$ cat src/rtl/reg_dump_pkg.sv
// Shared definitions for the register-file dump reader and the register
// file instance it sits beside.
package reg_dump_pkg;

  localparam int unsigned DUMP_PW = 2;
  localparam int unsigned DUMP_DW = 8;

  typedef enum logic [1:0] {
    IDLE = 2'd0,
    READ = 2'd1,
    SEND = 2'd2,
    DONE = 2'd3
  } dump_state_t;

endpackage

$ cat src/rtl/reg_file_dump_reader.sv
// Read-side sequencer for the register file. A start pulse walks a
// wrap-around address range, reads each entry through the file's
// combinational read port and presents {addr, data} on a valid/ready port.
module reg_file_dump_reader
  import reg_dump_pkg::*;
#(
  parameter int unsigned PW = DUMP_PW,
  parameter int unsigned DW = DUMP_DW
) (
  input  logic          clk,
  input  logic          reset,
  input  logic          start,
  input  logic          abort,
  input  logic [PW:0]   first_addr,
  input  logic [PW:0]   last_addr,
  output logic [PW:0]   rd_addr,
  input  logic [DW-1:0] rd_data,
  output logic          out_valid,
  input  logic          out_ready,
  output logic [PW:0]   out_addr,
  output logic [DW-1:0] out_data,
  output logic          busy,
  output logic          done
);

  dump_state_t   state;
  dump_state_t   state_nxt;
  logic [PW-1:0] ptr;
  logic [PW-1:0] end_ptr;
  logic          hs;
  logic          last_word;

  // The top bit of the range inputs carries no meaning for an NREG-entry file.
  logic unused_range_hi;
  assign unused_range_hi = first_addr[PW] ^ last_addr[PW];

  assign hs        = out_valid & out_ready;
  assign last_word = (ptr == end_ptr);
  assign rd_addr   = {1'b0, ptr};
  assign busy      = (state != IDLE);
  assign done      = (state == DONE);

  // Next-state selection; abort overrides start and any same-cycle handshake.
  always_comb begin
    state_nxt = state;
    unique case (state)
      IDLE: if (start && !abort) state_nxt = READ;
      READ: state_nxt = abort ? IDLE : SEND;
      SEND: begin
        if (abort)   state_nxt = IDLE;
        else if (hs) state_nxt = last_word ? DONE : READ;
      end
      DONE: state_nxt = IDLE;
      default: state_nxt = IDLE;
    endcase
  end

  // State, range pointers and the registered output word.
  always_ff @(posedge clk or posedge reset) begin
    if (reset) begin
      state     <= IDLE;
      ptr       <= '0;
      end_ptr   <= '0;
      out_valid <= 1'b0;
      out_addr  <= '0;
      out_data  <= '0;
    end else begin
      state <= state_nxt;
      unique case (state)
        IDLE: begin
          if (start && !abort) begin
            ptr     <= first_addr[PW-1:0];
            end_ptr <= last_addr[PW-1:0];
          end
        end
        READ: begin
          if (!abort) begin
            out_data  <= rd_data;
            out_addr  <= {1'b0, ptr};
            out_valid <= 1'b1;
          end
        end
        SEND: begin
          if (abort) begin
            out_valid <= 1'b0;
          end else if (hs) begin
            out_valid <= 1'b0;
            if (!last_word) ptr <= ptr + 1'b1;
          end
        end
        DONE: ;
        default: out_valid <= 1'b0;
      endcase
    end
  end

endmodule

$ cat config.mk
export PLATFORM = sky130hd
export DESIGN_NAME = reg_file_dump_reader
export DESIGN_NICKNAME = d
export VERILOG_FILES = /design/src/rtl/reg_dump_pkg.sv /design/src/rtl/reg_file_dump_reader.sv
export SDC_FILE = /design/constraint.sdc
export NUM_CORES = 1
export LEC_CHECK = 0
export CAP_MARGIN = 10
export CORE_AREA = 5 5 52 54
export DETAILED_ROUTE_END_ITERATION = 12
export DIE_AREA = 0 0 57 59
export PLACE_DENSITY = 0.73
export SETUP_SLACK_MARGIN = 0.2
export SLEW_MARGIN = 20
export SYNTH_ARGS = -nofsm -noshare
export SYNTH_HDL_FRONTEND = slang
export SYNTH_SLANG_ARGS = --single-unit
$ cat constraint.sdc
create_clock -name clk -period 1.8 [get_ports clk]
set_input_delay 0.36 -clock clk [delete_from_list [all_inputs] [get_ports clk]]
set_output_delay 0.36 -clock clk [all_outputs]
set_load 0.1 [all_outputs]
==> metrics.yaml <==
status: "completed"
synth_area_um2: 813
dpl.hpwl_um: 1310
diodes: 0
vias: 596
area_delta_synth_final_pct: 68.5
power_density_nw_per_um2: 1840
rows: 17
layout-drive-gt1-share_pct: 48.0
cts_root_buffer: "clkbuf_4"
skew_ns: 0.000891
clock_latency_ns: 0.28
max_slew_margin_pct: 57.6
ys_top_cells_by_area: "dfrtp_1 (52%), mux2_2 (14%), buf_4 (2.8%)"
grt_pass1_vias: 632
synth_edf_count: 0
maxCapViolCount: 0
async_reset_ff_share_pct: 100
cts_hold_buf: 0
wl_um: 1650
worst_slew_pin_slew_ns: 0.636
clk_pin_slew_ns: 0.10
initial_core_util_pct: 37.5
setup_tns_ns: 0
crit_path_start_kind: "register"
fmax_mhz: 649
vdd_drop_max_mv: 0.999
ant_nets: 0
place_congestion: 0.709
drt_first_iter_violations: 1
critPathKind: "reg -> out"
synth-main-ff-cell: "dfrtp_1"
antenna_found_initial: 0
synth_top_area_share_pct: 52.3
p_leak_nw: 0.590
rsz0062_at_grt: "no"
netlist_instances: 63
path_max_fanout: 3
setup_slack_ns: 0.259
port_buffers: 31
ys_warn_count: 0
grt_usage_pct: 10.5
pre_cts_slack_ns: 0.0221
ys_seq_area_share_pct: 52.3
postSynthAreaPerCell_um2: 12.9
finalSetupViolCount: 0
final_nets: 122
cts_tree: "yes"
report.final.slew_viol_count: 0
synth.largest_area_cell: "dfrtp_1"
via_per_inst: 4.58
wl_per_cell_um: 12.7
synth.distinct_cells: 28
die_area_um2: 3360
grt_max_degree: 18
dr.pass1.iters: 2
fp.coreArea_um2: 2170
ys_ff_latch: 17
cp.arrival_ns: 1.18
hold_viol: 0
grt_pass1_wl_um: 2790
numCtsBuffers: 3
min_period_ns: 1.54
fin_crit_sh_pct: 85.6
die_y_um: 59
end_kind: "primary output"
ff2ff_path_depth: 5
grt_overflow: 0
critPathLaunch: "state[1]"
clock-sinks: 17
hp-class: "in -> async"
io_pins: 36
remaining_drc_errors: 0
cp.required_ns: 1.44
die_x_um: 57
reg2reg_from: "state[0]"
htree_num_levels: 1
clock_path_buffers: 2
[kinds of logic (layout without fill, tap and decap cells)]
logic type	Yosys count	after routing	share of synthesized area [%]
flip-flops	17	17	52.3
AND/OR/NAND/NOR	14	14	12.6
multiplexers	13	13	18.5
AO/OA/AOI/OAI	9	9	8.46
buffers and inverters	7	45	5.54
XOR/XNOR	2	2	2.15
other	1	2	0.461
[synthesized netlist by cell type, types with 2 or more instances]
library cell / count
nand3_1: 2
dfrtp_1: 17
mux2_2: 10
o21ai_0: 2
xnor2_1: 2
buf_4: 3
nor2_1: 2
a31oi_1: 2
inv_1: 3
mux2_1: 2
[power by group]
part           switching, mW  leakage [nW]  internal (mW)
Sequential             0.151         0.196          0.516
Combinational           1.03         0.379          0.624
Clock                  0.116        0.0150         0.0859
Total                   1.29         0.590           1.23
[layer usage]
layer / GRT usage, % / wire (um) / vias up
met1: 13.5 / 716 / 281
met3: 3.05 / 128 / 0
met4: 3.97 / 0 / 0
met5: 0 / 0 / -
li1: - / - / 292
met2: 16.6 / 800 / 23
[through the flow]
step / hold WS (ns) / cells / power, mW / instance area [um^2] / util (%)
2_1_floorplan: 0.286 / 64 / 1.68 / 825 / -
3_3_place_gp: 0.519 / 122 / 2.30 / 1310 / 60.3
3_5_place_dp: 0.518 / 122 / 2.33 / 1310 / 60.3
4_1_cts: 0.473 / 129 / 2.54 / 1360 / 62.7
5_1_grt: 0.529 / 130 / 2.61 / 1370 / 63.1
6_report: 0.458 / 130 / 2.52 / 1370 / 63.1
[cells in the final DEF, fill, tap and decap left out, types with 2 or more instances in the layout]
cell type        instances
dfrtp_2                  4
conb_1                   2
clkdlybuf4s50_1         16
nand3_1                  2
clkbuf_4                 3
o21ai_0                  2
mux2_1                   2
buf_12                  15
buf_4                    7
xnor2_1                  2
nor2_1                   2
a31oi_1                  2
dfrtp_1                 12
inv_1                    3
mux2_2                  10
[worst max-delay path, cell delays in order (launching register included)]
cell	delay [ns]
dfrtp_2	0.42
buf_4	0.13
and2_2	0.18
buf_12	0.16
[timing repair]
item / 4_1_cts / 5_1_grt
buffers inserted: 3 / 1
endpoints found under the setup margin: 1 / 1
resized for setup: 2 / 1
[final timing paths]
| check | endpoint | slack (ns) |
|---|---|---|
| worst max-delay path | done | 0.26 |
| max in group asynchronous | out_valid | 0.88 |
| min in group clk | end_ptr[0] | 0.54 |
| worst max register to register | ptr[0] | 0.29 |
| worst min-delay path | out_data[6] | 0.46 |
| worst min register to register | end_ptr[0] | 0.54 |
[cell type report]
cell class	count	area, um^2
clock buffers	4	26.3
fillers	178	800
inverters	3	11.3
multi-input cells	40	350
flip-flops and latches	17	434
well taps	28	35.0
repair buffers	38	513
[registers in the layout (all words and copies together), names as in the netlist]
name / flops
out_data: 8
end_ptr: 2
out_addr: 2
ptr: 2
state: 2
out_valid: 1
Note: power is estimated with default switching activity, not from simulation.
==> edit 1 (same flow settings) <==
The package constant `DUMP_PW` goes from 2 to 1.
--- a/src/rtl/reg_dump_pkg.sv
+++ b/src/rtl/reg_dump_pkg.sv
@@ -2,7 +2,7 @@
 // file instance it sits beside.
 package reg_dump_pkg;
 
-  localparam int unsigned DUMP_PW = 2;
+  localparam int unsigned DUMP_PW = 1;
   localparam int unsigned DUMP_DW = 8;
 
   typedef enum logic [1:0] {
Ports: changed (resized first_addr, last_addr, out_addr and rd_addr); port bits go from 36 to 32. No check against the original RTL was run, so the function may have changed too.
==> edit 1 against the unedited design <==
- clock skew is 0.0010 ns higher
- routed wire length is 14% lower
- sequential cell count is 3 lower
- utilization is 12 points lower
- area after synthesis is 19% lower
- power is 12% lower
- worst setup slack better by 0.043 ns
- design area is 19% lower
==> edit 1: results (changes against the unedited design) <==
PLACED DESIGN
--------------------------------------------------------------------------------------
Count of buffers from port buffering ....................................           27   -13%
Number of cells after detailed placement ................................          100   -18%
Weighted congestion reported at the end of routability-driven placement .       0.8020   +13%

ROUTE
--------------------------------------------------------------------------------------
DRT Pass-1 Iters ........................................................            4   +2
Via/cell ratio ..........................................................        4.248   -7.4%
First DRT Iteration DRCs ................................................            4   +3
Drt total wl ............................................................      1407 um   -14%

PWR
--------------------------------------------------------------------------------------
Static leakage ..........................................................    0.4949 nW   -16%
Peak ir drop on the vdd network .........................................   0.001181 V   +18%

GLOBAL ROUTING
--------------------------------------------------------------------------------------
GRT Resource Usage Total ................................................      0.08799   -0.01669
Largest net degree at the start of global routing .......................           15   -3
Global-route wire length before repair ..................................      2249 um   -19%
Vias in the first global route ..........................................          477   -25%

CLOCK NETWORK
--------------------------------------------------------------------------------------
Clk slew on worst S/H paths .............................................      0.08 ns   -0.02 ns

CRITICAL PATH
--------------------------------------------------------------------------------------
Slowest CP cell ......................................................... sky130_fd_sc_hd__dfrtp_1
R2r worst-path depth ....................................................            3   -2
Critical path endpoint ..................................................         busy
Source of the critical timing path ......................................     state[0]
Crit path max fanout ....................................................            6   +3
Endpoint arrival time on the critical path ..............................      1.14 ns   -0.04 ns
Worst reg2reg setup slack ...............................................      0.53 ns   +0.24 ns
Worst flop-to-flop path endpoint ........................................  out_data[4]

LOGIC SYNTHESIS
--------------------------------------------------------------------------------------
Top post-synthesis cells by count ....................................... sky130_fd_sc_hd__dfrtp_1 (14), sky130_fd_sc_hd__mux2_4 (9), sky130_fd_sc_hd__buf_4 (3), sky130_fd_sc_hd__mux2_2 (3)
Mean instance size in the synthesized netlist ...........................   13.76 um^2   +6.6%
Biggest area contributors in the synthesized netlist .................... sky130_fd_sc_hd__dfrtp_1 (53%), sky130_fd_sc_hd__mux2_4 (20%), sky130_fd_sc_hd__mux2_2 (5.1%), sky130_fd_sc_hd__buf_4 (3.4%), sky130_fd_sc_hd__a21boi_2 (1.7%)
Mux contribution to synthesized area ....................................       0.2557   +0.07107
Number of different library cells in the post-synthesis netlist .........           20   -29%
Compound-cell area share of the yosys netlist ...........................      0.04545   -0.03916
Seq/Total Area, Yosys ...................................................       0.5303   +0.007226

STA
--------------------------------------------------------------------------------------
Worst-case clock skew ...................................................  0.001914 ns   +0.001023 ns
Slew margin rel. ........................................................       0.6505   +0.07485

LAYOUT
--------------------------------------------------------------------------------------
Proportion of layout cells with a drive suffix above 1 ..................       0.4935   +0.01311
Layout filler cell count ................................................          201   +13%

STATUS
--------------------------------------------------------------------------------------
Outcome .................................................................    completed

-- edit 1: cell count changes after synthesis, sizes merged, moves of 2 or more --
cell   before  now
dfrtp      17   14
xnor2       2    0
a31oi       2    0
inv         3    1
-- edit 1: area by class of cell --
type	count	area, um^2	share of cell area
multi-input cells	30	279.0	0.2503
repair buffers	28	407.9	0.3659
clock buffers	4	36.28	0.03255
flip-flops and latches	14	352.8	0.3165
inverters	1	3.754	0.003367
well taps	28	35.03	0.03143
-- edit 1: repair_timing --
action,CTS,global route
setup buffers,0,1
setup endpoints to repair,1,1
resized for setup,1,1
-- edit 1: layer usage --
metal	routed length, um	part of all wire	vias up	track usage
li1	-	-	216	-
met1	546	0.39	216	0.09128
met2	771	0.55	14	0.1615
met3	88	0.063	0	0.04793
met4	0	0	0	0.009934
met5	0	0	-	0
-- edit 1: stage by stage --
step | area [um^2] | setup WS (ns) | total power [W]
floorplan | 665.6 | 0.3327 | 0.001457
global placement | 1067 | 0.1371 | 0.001983
detailed placement | 1067 | 0.1087 | 0.001998
CTS | 1105 | 0.2084 | 0.002229
global route | 1115 | 0.2536 | 0.002288
finish | 1115 | 0.3021 | 0.002206
-- edit 1: kinds of logic after synthesis --
| family | count (synthesis) |
|---|---|
| simple gates | 11 |
| compound gates | 4 |
| buf+inv | 5 |
| mux | 12 |
| flops | 14 |
| other cells | 1 |
| xor+xnor | 1 |
-- edit 1: power by group --
group          leakage (nW)  switching (W)  total [W]  internal (W)
registers             0.166       0.000130   0.000553      0.000423
clock network        0.0210      0.0000953   0.000218      0.000123
logic                 0.308       0.000881    0.00144      0.000554
total                 0.495        0.00111    0.00221       0.00110
==> edit 2 (same flow settings) <==
Without the edit above. Reset style: synchronous (`reset`), changed in one clocked block.
--- a/src/rtl/reg_file_dump_reader.sv
+++ b/src/rtl/reg_file_dump_reader.sv
@@ -56,7 +56,7 @@
   end
 
   // State, range pointers and the registered output word.
-  always_ff @(posedge clk or posedge reset) begin
+  always_ff @(posedge clk) begin
     if (reset) begin
       state     <= IDLE;
       ptr       <= '0;
Formal check against the unedited RTL: differs if reset is asserted again (counterexample within 4 cycles, from zero or initial values and one cycle with reset high); with reset held inactive, the same outputs for 10 cycles.
==> edit 2 against the unedited design <==
- worst setup slack better by 0.011 ns
- utilization down 4.7 points
- routed wire length up 12%
- sequential cell count unchanged
- critical path depth down 1
- area after synthesis down 9.8%
- via count up 23%
- synthesized cell count up 43%
- design area down 7.5%
- critical path type unchanged
Power is not compared: it rests on default switching activity, and its combinational part moved more than twofold at a synthesized area within 25%.
==> edit 2: results (changes against the unedited design) <==
STATUS
-----------------------------------------------------------------------------------------
Outcome ....................................................................    completed

GLOBAL ROUTING
-----------------------------------------------------------------------------------------
Largest net degree at the start of global routing ..........................           11   -7
Vias in the first global route .............................................          744   +18%
GRT Resource Usage Total ...................................................       0.1231   +0.01838
Global-route wire length before repair .....................................      3187 um   +14%

STA
-----------------------------------------------------------------------------------------
Worst-case clock skew ......................................................  0.002619 ns   +0.001729 ns
Post-route worst hold slack ................................................    0.4781 ns   +0.02030 ns

CLOCK NETWORK
-----------------------------------------------------------------------------------------
Setup bufs post-CTS ........................................................            0   -3
Post-cts repair resize count ...............................................            0   -2

ROUTE
-----------------------------------------------------------------------------------------
DRT Pass-1 Iters ...........................................................            4   +2
Wire per inst ..............................................................     12.07 um   -4.6%
Via/cell ratio .............................................................        4.797   +4.6%
First DRT Iteration DRCs ...................................................           12   +11

CRITICAL PATH
-----------------------------------------------------------------------------------------
Slowest CP cell ............................................................ sky130_fd_sc_hd__dfxtp_2
Longest individual stage delay on the worst path ...........................      0.36 ns   -0.06 ns
Crit path max fanout .......................................................            8   +5
Worst reg2reg startpoint ...................................................     state[0]
R2r worst-path depth .......................................................            4   -1

LOGIC SYNTHESIS
-----------------------------------------------------------------------------------------
Proportion of register bits with asynchronous set or reset after synthesis .            0   -1.000
Flip-flop cell with the highest count after synthesis ...................... sky130_fd_sc_hd__dfxtp_1
Number of different library cells in the post-synthesis netlist ............           22   -21%
Biggest area contributors in the synthesized netlist ....................... sky130_fd_sc_hd__dfxtp_1 (46%), sky130_fd_sc_hd__nand2_1 (14%), sky130_fd_sc_hd__a21oi_1 (11%), sky130_fd_sc_hd__a2111oi_4 (3.8%), sky130_fd_sc_hd__o21ai_0 (2.7%)

PLACED DESIGN
-----------------------------------------------------------------------------------------
Worst setup slack before clock tree synthesis ..............................   0.09945 ns   +0.07731 ns
Post-DP HPWL ...............................................................      1465 um   +11%

HOLD PATH
-----------------------------------------------------------------------------------------
Worst min path class .......................................................   reg -> reg

LAYOUT
-----------------------------------------------------------------------------------------
Proportion of layout cells with a drive suffix above 1 .....................       0.2320   -0.2484

[edit 2: layer usage]
layer,vias up,part of all wire,track usage
li1,371,-,-
met1,338,0.38,0.1215
met2,23,0.53,0.2219
met3,2,0.068,0.04793
met4,0,0.018,0.06623
met5,-,0,0
[edit 2: final cells by class]
cell class	instances	area, um^2
multi-input combinational	70	374.1
tap	28	35.03
clock buffer	3	22.52
sequential	17	347.8
timing repair buffer	34	483.0
fill	220	902.1
clock inverter	1	5.005
[edit 2: how the worst max path moves through the flow]
| stage | startpoint | to | slack, ns |
|---|---|---|---|
| after floorplan | ptr[0] | ptr[1] | 0.20 |
| after detailed placement | out_ready | ptr[1] | 0.1 |
| after global routing | state[0] | busy | 0.21 |
| final | state[0] | busy | 0.27 |
| after CTS | state[0] | busy | 0.23 |
| after global placement | out_ready | ptr[1] | 0.14 |
[edit 2: report_power, final]
group	switching, W	internal (W)
Clock	0.000115	0.0000825
Sequential	0.0000143	0.000387
Combinational	0.000121	0.0000818
